## config.mk

```make
export PLATFORM = sky130hd
export DESIGN_NAME = scr1_tcm_ctrl
export DESIGN_NICKNAME = d
export VERILOG_FILES = /design/src/rtl/scr1_tcm_pkg.sv /design/src/rtl/scr1_tcm_rdata_align.sv /design/src/rtl/scr1_tcm_ctrl.sv
export SDC_FILE = /design/constraint.sdc
export NUM_CORES = 1
export LEC_CHECK = 0
export BUFFER_PORTS_ARGS = -buffer_cell sky130_fd_sc_hd__buf_2
export CORE_AREA = 8 8 112 114
export CTS_CLUSTER_SIZE = 20
export DETAILED_ROUTE_END_ITERATION = 12
export DIE_AREA = 0 0 120 122
export GPL_ROUTABILITY_DRIVEN = 0
export PLACE_DENSITY = 0.65
export SLEW_MARGIN = 20
export SYNTH_ARGS = -nofsm -noshare
export SYNTH_HDL_FRONTEND = slang
export SYNTH_HIERARCHICAL = 1
export SYNTH_SLANG_ARGS = --single-unit
```

## constraint.sdc

```tcl
create_clock -name clk -period 1.79 [get_ports clk]
set_input_delay 0.179 -clock clk [delete_from_list [all_inputs] [get_ports clk]]
set_output_delay 0.179 -clock clk [all_outputs]
set_load 0.02 [all_outputs]
```

## src/rtl/scr1_tcm_pkg.sv

```systemverilog
// Shared types, defaults and address-decode helper for the TCM controller.
package scr1_tcm_pkg;

  localparam logic [31:0] SCR1_TCM_SIZE_DEFAULT = 32'h00010000;
  localparam logic [31:0] SCR1_TCM_BASE_DEFAULT = 32'h00480000;

  typedef enum logic [1:0] {
    SCR1_MEM_RESP_IDLE = 2'd0,
    SCR1_MEM_RESP_RDY  = 2'd1,
    SCR1_MEM_RESP_ER   = 2'd2
  } type_scr1_mem_resp_e;

  typedef enum logic [1:0] {
    SCR1_MEM_WIDTH_BYTE  = 2'd0,
    SCR1_MEM_WIDTH_HWORD = 2'd1,
    SCR1_MEM_WIDTH_WORD  = 2'd2
  } type_scr1_mem_width_e;

  // Window hit: base must be aligned to size, size a power of two.
  function automatic logic tcm_hit(input logic [31:0] addr,
                                   input logic [31:0] base,
                                   input logic [31:0] size);
    return ((addr & ~(size - 32'd1)) == base);
  endfunction

endpackage

```

## src/rtl/scr1_tcm_rdata_align.sv

```systemverilog
// Per-port response FSM and read-data aligner for the TCM controller.
// Build option SCR1_TCM_RDATA_HOLD_EN keeps the last RDY data visible while IDLE.
module scr1_tcm_rdata_align
  import scr1_tcm_pkg::*;
(
  input  logic                 clk,
  input  logic                 rst,
  input  logic                 accept,
  input  logic                 err,
  input  logic                 wr,
  input  logic [1:0]           off,
  input  type_scr1_mem_width_e width,
  input  logic [31:0]          q,
  output type_scr1_mem_resp_e  resp,
  output logic [31:0]          rdata
);

  typedef enum logic {
    ST_IDLE = 1'b0,
    ST_RESP = 1'b1
  } state_e;

  state_e               state_r;
  state_e               state_next_s;
  logic                 err_r;
  logic                 wr_r;
  logic [1:0]           off_r;
  type_scr1_mem_width_e width_r;
  logic [31:0]          shift_s;
  logic [31:0]          align_s;
  logic [31:0]          rdy_data_s;

  // Response state register
  always_ff @(posedge clk) begin
    if (rst) begin
      state_r <= ST_IDLE;
    end else begin
      state_r <= state_next_s;
    end
  end

  // Next state and response code
  always_comb begin
    state_next_s = ST_IDLE;
    resp         = SCR1_MEM_RESP_IDLE;
    case (state_r)
      ST_IDLE: begin
        if (accept) state_next_s = ST_RESP;
        else        state_next_s = ST_IDLE;
      end
      ST_RESP: begin
        if (accept) state_next_s = ST_RESP;
        else        state_next_s = ST_IDLE;
        if (err_r)  resp = SCR1_MEM_RESP_ER;
        else        resp = SCR1_MEM_RESP_RDY;
      end
      default: state_next_s = ST_IDLE;
    endcase
  end

  // Request attributes captured at accept, used when RAM data returns
  always_ff @(posedge clk) begin
    if (rst) begin
      err_r   <= 1'b0;
      wr_r    <= 1'b0;
      off_r   <= 2'b00;
      width_r <= SCR1_MEM_WIDTH_BYTE;
    end else if (accept) begin
      err_r   <= err;
      wr_r    <= wr;
      off_r   <= off;
      width_r <= width;
    end
  end

  assign shift_s = q >> {off_r, 3'b000};

  // Zero-extend the shifted word to the requested width
  always_comb begin
    align_s = 32'd0;
    case (width_r)
      SCR1_MEM_WIDTH_BYTE:  align_s = {24'd0, shift_s[7:0]};
      SCR1_MEM_WIDTH_HWORD: align_s = {16'd0, shift_s[15:0]};
      SCR1_MEM_WIDTH_WORD:  align_s = shift_s;
      default:              align_s = 32'd0;
    endcase
  end

  // A write completes with RDY but carries no data
  assign rdy_data_s = wr_r ? 32'd0 : align_s;

`ifdef SCR1_TCM_RDATA_HOLD_EN
  logic [31:0] hold_r;

  // Last RDY data, shown again while the port is idle
  always_ff @(posedge clk) begin
    if (rst) begin
      hold_r <= 32'd0;
    end else if (resp == SCR1_MEM_RESP_RDY) begin
      hold_r <= rdy_data_s;
    end
  end

  // Output data select, hold variant
  always_comb begin
    rdata = hold_r;
    case (resp)
      SCR1_MEM_RESP_RDY: rdata = rdy_data_s;
      SCR1_MEM_RESP_ER:  rdata = 32'd0;
      default:           rdata = hold_r;
    endcase
  end
`else
  // Output data select, zero when not RDY
  always_comb begin
    rdata = 32'd0;
    if (resp == SCR1_MEM_RESP_RDY) begin
      rdata = rdy_data_s;
    end else begin
      rdata = 32'd0;
    end
  end
`endif

endmodule

```

## src/rtl/scr1_tcm_ctrl.sv

```systemverilog
// Bridges IMEM (port A, read-only) and DMEM (port B, read/write) onto a dual-port TCM RAM.
// Optional build macro: SCR1_TCM_RDATA_HOLD_EN (hold read data while idle).
module scr1_tcm_ctrl
  import scr1_tcm_pkg::*;
#(
  parameter logic [31:0] SCR1_SIZE     = SCR1_TCM_SIZE_DEFAULT,
  parameter logic [31:0] SCR1_TCM_BASE = SCR1_TCM_BASE_DEFAULT,
  localparam int         AW            = $clog2(SCR1_SIZE) - 2
) (
  input  logic                 clk,
  input  logic                 rst,
  input  logic                 imem_req,
  input  logic [31:0]          imem_addr,
  output logic                 imem_req_ack,
  output logic [31:0]          imem_rdata,
  output type_scr1_mem_resp_e  imem_resp,
  input  logic                 dmem_req,
  input  logic                 dmem_cmd,
  input  type_scr1_mem_width_e dmem_width,
  input  logic [31:0]          dmem_addr,
  input  logic [31:0]          dmem_wdata,
  output logic                 dmem_req_ack,
  output logic [31:0]          dmem_rdata,
  output type_scr1_mem_resp_e  dmem_resp,
  output logic                 rena,
  output logic [AW-1:0]        addra,
  input  logic [31:0]          qa,
  output logic                 renb,
  output logic                 wenb,
  output logic [3:0]           webb,
  output logic [AW-1:0]        addrb,
  output logic [31:0]          datab,
  input  logic [31:0]          qb
);

  logic       imem_hit_s;
  logic       imem_err_s;
  logic       dmem_hit_s;
  logic       dmem_mis_s;
  logic       dmem_err_s;
  logic       dmem_ok_s;
  logic [1:0] dmem_off_s;
  logic [3:0] dmem_be_s;

  assign imem_req_ack = imem_req;
  assign dmem_req_ack = dmem_req;

  assign imem_hit_s = tcm_hit(imem_addr, SCR1_TCM_BASE, SCR1_SIZE);
  assign imem_err_s = ~imem_hit_s;
  assign rena       = imem_req & imem_hit_s;
  assign addra      = imem_addr[AW+1:2];

  assign dmem_off_s = dmem_addr[1:0];
  assign dmem_hit_s = tcm_hit(dmem_addr, SCR1_TCM_BASE, SCR1_SIZE);

  // Alignment check per access width; an unknown width is treated as an error
  always_comb begin
    dmem_mis_s = 1'b0;
    case (dmem_width)
      SCR1_MEM_WIDTH_BYTE:  dmem_mis_s = 1'b0;
      SCR1_MEM_WIDTH_HWORD: dmem_mis_s = dmem_off_s[0];
      SCR1_MEM_WIDTH_WORD:  dmem_mis_s = |dmem_off_s;
      default:              dmem_mis_s = 1'b1;
    endcase
  end

  assign dmem_err_s = ~dmem_hit_s | dmem_mis_s;
  assign dmem_ok_s  = dmem_req & ~dmem_err_s;
  assign renb       = dmem_ok_s & ~dmem_cmd;
  assign wenb       = dmem_ok_s & dmem_cmd;
  assign addrb      = dmem_addr[AW+1:2];
  assign datab      = dmem_wdata << {dmem_off_s, 3'b000};

  // Byte-lane enables for a legal write, otherwise none
  always_comb begin
    dmem_be_s = 4'b0000;
    if (wenb) begin
      case (dmem_width)
        SCR1_MEM_WIDTH_BYTE:  dmem_be_s = 4'b0001 << dmem_off_s;
        SCR1_MEM_WIDTH_HWORD: dmem_be_s = 4'b0011 << dmem_off_s;
        SCR1_MEM_WIDTH_WORD:  dmem_be_s = 4'b1111;
        default:              dmem_be_s = 4'b0000;
      endcase
    end else begin
      dmem_be_s = 4'b0000;
    end
  end

  assign webb = dmem_be_s;

  scr1_tcm_rdata_align i_imem_align (
    .clk    (clk),
    .rst    (rst),
    .accept (imem_req),
    .err    (imem_err_s),
    .wr     (1'b0),
    .off    (imem_addr[1:0]),
    .width  (SCR1_MEM_WIDTH_WORD),
    .q      (qa),
    .resp   (imem_resp),
    .rdata  (imem_rdata)
  );

  scr1_tcm_rdata_align i_dmem_align (
    .clk    (clk),
    .rst    (rst),
    .accept (dmem_req),
    .err    (dmem_err_s),
    .wr     (dmem_cmd),
    .off    (dmem_off_s),
    .width  (dmem_width),
    .q      (qb),
    .resp   (dmem_resp),
    .rdata  (dmem_rdata)
  );

endmodule
```

==> reports/results.tsv <==
stage	metric	value	unit
placed_design	pre-CTS WS	0.179	ns
die	Cell Rows	38	
layout	Sequential cell area	283	sq um
cts	Longest Clk Path Bufs	2	
power	Sw Ratio	41.5	%
power	Reg power frac	23.9	%
power	Switch Pwr	0.620	mW
layout	Area Overhead vs Synth	46.7	%
worst_setup_path	r2r endpoint	i_imem_align/off_r[0]$_SDFFE_PP0P_	
routing	Post-DRT Antenna Nets	0	
layout	Antenna Cells	0	
grt	GRT overflow	0	
timing	Final Setup Violations	0	
die	die height	122	um
yosys	prevailing post-synth register cell	dfxtp_1	
die	Initial Util	26.3	%
worst_setup_path	delay of the slowest critical-path stage	0.35	ns
power	Pint	0.875	mW
die	chip width	120	um
cts	Clock Latency Late Sink	0.24	ns
timing	setup TNS	0	ns
power	VDD IR max	0.000152	V
yosys	Seq/Total Area, Yosys	9.96	%
worst_setup_path	reg2reg setup slack	0.79	ns
timing	setup ws final	0.0365	ns
timing	Final Hold Fails	0	
cts	CTS H-tree lvls	1	
worst_hold_path	WHS Endpoint	i_imem_align/off_r[1]$_SDFFE_PP0P_	
power	combinational share of power	58.7	%
timing	minimum clock period	1.75	ns
layout	post-route cell area	4130	sq um
yosys	Post-Syn Area	2810	sq um
layout	fillers	1149	
routing	routed wire length	12.0	mm
worst_setup_path	worst r2r src	i_imem_align/off_r[0]$_SDFFE_PP0P_	
layout	nets@finish	751	
worst_hold_path	hold path start	imem_addr[1]	
worst_setup_path	Worst R2R Path Depth	3	
worst_setup_path	Slowest-stage cell, CP	dfxtp_1	
timing	RSZ-0062 raised after global routing	true	
routing	DR pass1 iterations	4	
power	PwrDens	362	nW/um^2
outcome	status	complete, no violations	
timing	clock skew	0	ns
grt	largest net degree at the start of global routing	42	
worst_setup_path	type of the worst setup path	reg -> out	
worst_setup_path	crit-path max FO	8	
layout	most common cell after layout, fill and taps aside	buf_2	
routing	drt first-iter violations	108	
yosys	Synth area leaders	mux2i_1, a211oi_1, buf_4	
timing	Max Slew Vio Count	0	
placed_design	Area after DPL	3950	sq um
timing	maximum achievable frequency	570	MHz
placed_design	number of buffers inserted by port buffering	247	
yosys	post-synthesis async set-or-reset flop share	0	%
worst_setup_path	crit end category	output pin	
grt	first-pass GRT wire length	17.8	mm
power	leakage power	2.08	nW
worst_setup_path	Arrival @ worst endpoint	1.57	ns
yosys	average cell area after synthesis	7.50	sq um
yosys	Synth cell types	41	
cts	CTS clk-pin slew, worst paths	0.06	ns
cts	Num CTS Buffers	3	
placed_design	HPWL after DPL	9.99	mm
run	Max Cap Viol	0	
die	# IOs	304	
worst_hold_path	Hold Crit Class	in -> reg	
timing	period utilization	98.0	%
yosys	Mapped Cells	375	
die	core area	10700	sq um
grt	gr usage total	14.4	%
grt	number of global-route vias before repair	3728	
routing	via density per instance	4.96	
yosys	Synth Warn #	6	
worst_setup_path	critical path startpoint category	flip-flop	
routing	WL/cell	16.6	um
cts	clock sinks	14	
layout	commonest cells after routing, fill and taps aside	buf_2, mux2i_1, nor2_1	
yosys	Synth Register Bits	14	
yosys	Synth top area share	21.4	%
layout	area of the multi-input gates	2210	sq um
layout	fraction of layout cells with a size suffix above 1	52.1	%
worst_setup_path	worst path required time	1.61	ns
cts	root buf cell	clkbuf_8	
die	full die area	14600	sq um
routing	vias	3580	
power	Clk pwr share	17.4	%
grt	antenna violations before repair	0	
worst_hold_path	Hold Crit Depth	3	
yosys	Post-synth EDFFs	0	
routing	DR DRC count	0	
cts	CTS tree	done	
yosys	top cell type by total area after synthesis	mux2i_1	
worst_setup_path	cells along the critical path	nor3b_4 -> buf_4 -> nand3_4 -> nor3b_2 -> buf_2	
==> critical path: cells and delay by family, from the launching register on <==
family | cells | cell delay [ns]
buf+inv | 2 | 0.38
flops | 1 | 0.35
simple gates | 3 | 0.61
==> power groups by stage <==
stage / clock network, mW / logic [mW] / registers [mW]
floorplan: 0 / 0.609 / 0.352
global placement: 0 / 0.837 / 0.360
detailed placement: 0 / 0.852 / 0.362
CTS: 0.277 / 0.860 / 0.355
global route: 0.286 / 0.954 / 0.361
finish: 0.260 / 0.878 / 0.357
==> kinds of logic (layout without fill, tap and decap cells) <==
logic type / after synthesis / count (layout) / share of synthesized area (%)
other: 2 / 3 / 0.267
buffers and inverters: 63 / 267 / 14.7
AOI/OAI and AO/OA: 76 / 76 / 19.5
muxes: 60 / 60 / 21.4
DFF: 14 / 14 / 9.96
xor gates and xnor gates: 2 / 2 / 0.623
and+or+nand+nor: 158 / 160 / 33.6
==> layout make-up <==
| type | instances | area share (%) |
|---|---|---|
| clock buffer | 3 | 1.00 |
| tap | 140 | 4.25 |
| timing repair buffer | 262 | 34.2 |
| multi-input combinational | 301 | 53.5 |
| inverter | 2 | 0.182 |
| sequential | 14 | 6.85 |
==> sequential cells by signal, indices dropped and copies added (netlist names) <==
signal / count
i_imem_align/width_r: 2
i_dmem_align/width_r: 2
i_imem_align/state_r: 1
i_dmem_align/err_r: 1
i_imem_align/wr_r: 1
i_dmem_align/state_r: 1
i_dmem_align/off_r: 2
i_imem_align/err_r: 1
i_imem_align/off_r: 2
i_dmem_align/wr_r: 1
==> cell usage after synthesis (2+ instances only) <==
cell	number
nor3b_2	4
mux2i_1	60
buf_4	40
nand2_1	16
buf_1	2
clkbuf_1	8
a211oi_1	40
o21ai_0	7
nor3b_1	12
nor3_1	5
nor2_2	2
buf_2	9
inv_1	2
and2b_2	2
nor2b_1	29
and2_2	2
dfxtp_1	14
nor4_1	4
a21oi_1	10
nor2_1	56
nor4b_1	2
xor2_1	2
nand2b_1	2
and2_1	9
conb_1	2
buf_6	2
nor3b_4	2
nand3_4	2
a2bb2oi_1	16
==> metal layers <==
metal | share of wire [%] | vias up | global-route usage, %
met1 | 35 | 1626 | 13.8
li1 | - | 1731 | -
met4 | 2.1 | 0 | 5.46
met3 | 11 | 29 | 5.14
met5 | 0 | - | 0
met2 | 52 | 194 | 27.8
==> worst max path at each step <==
stage                                             startpoint              to  depth (start not counted)
final                        i_dmem_align/state_r$_SDFF_PP0_  dmem_rdata[25]                          5
after global routing         i_imem_align/state_r$_SDFF_PP0_  imem_rdata[31]                          5
after CTS                 i_imem_align/off_r[1]$_SDFFE_PP0P_   imem_rdata[8]                          5
after detailed placement     i_dmem_align/state_r$_SDFF_PP0_   dmem_rdata[0]                          4
after global placement       i_dmem_align/err_r$_SDFFE_PP0P_   dmem_rdata[0]                          4
after floorplan                                dmem_addr[18]            renb                          3
==> per-stage QoR <==
step / hold WS [ns] / total power [mW] / util, % / instances
after global placement: 0.358 / 1.20 / 36.9 / 714
after CTS: 0.193 / 1.49 / 37.5 / 717
final: 0.188 / 1.50 / 38.6 / 722
after global routing: 0.202 / 1.60 / 38.6 / 722
after detailed placement: 0.358 / 1.21 / 36.9 / 714
after floorplan: 0.251 / 0.961 / - / 376
==> what timing repair did <==
action / CTS / global route
setup endpoints to repair: 22 / 41
pin swaps: 0 / 3
resized for setup: 5 / 22
hold buffers: 0 / 0
buffers inserted: 0 / 3
cloned: 0 / 2
Power figures use the tool's default switching activity.
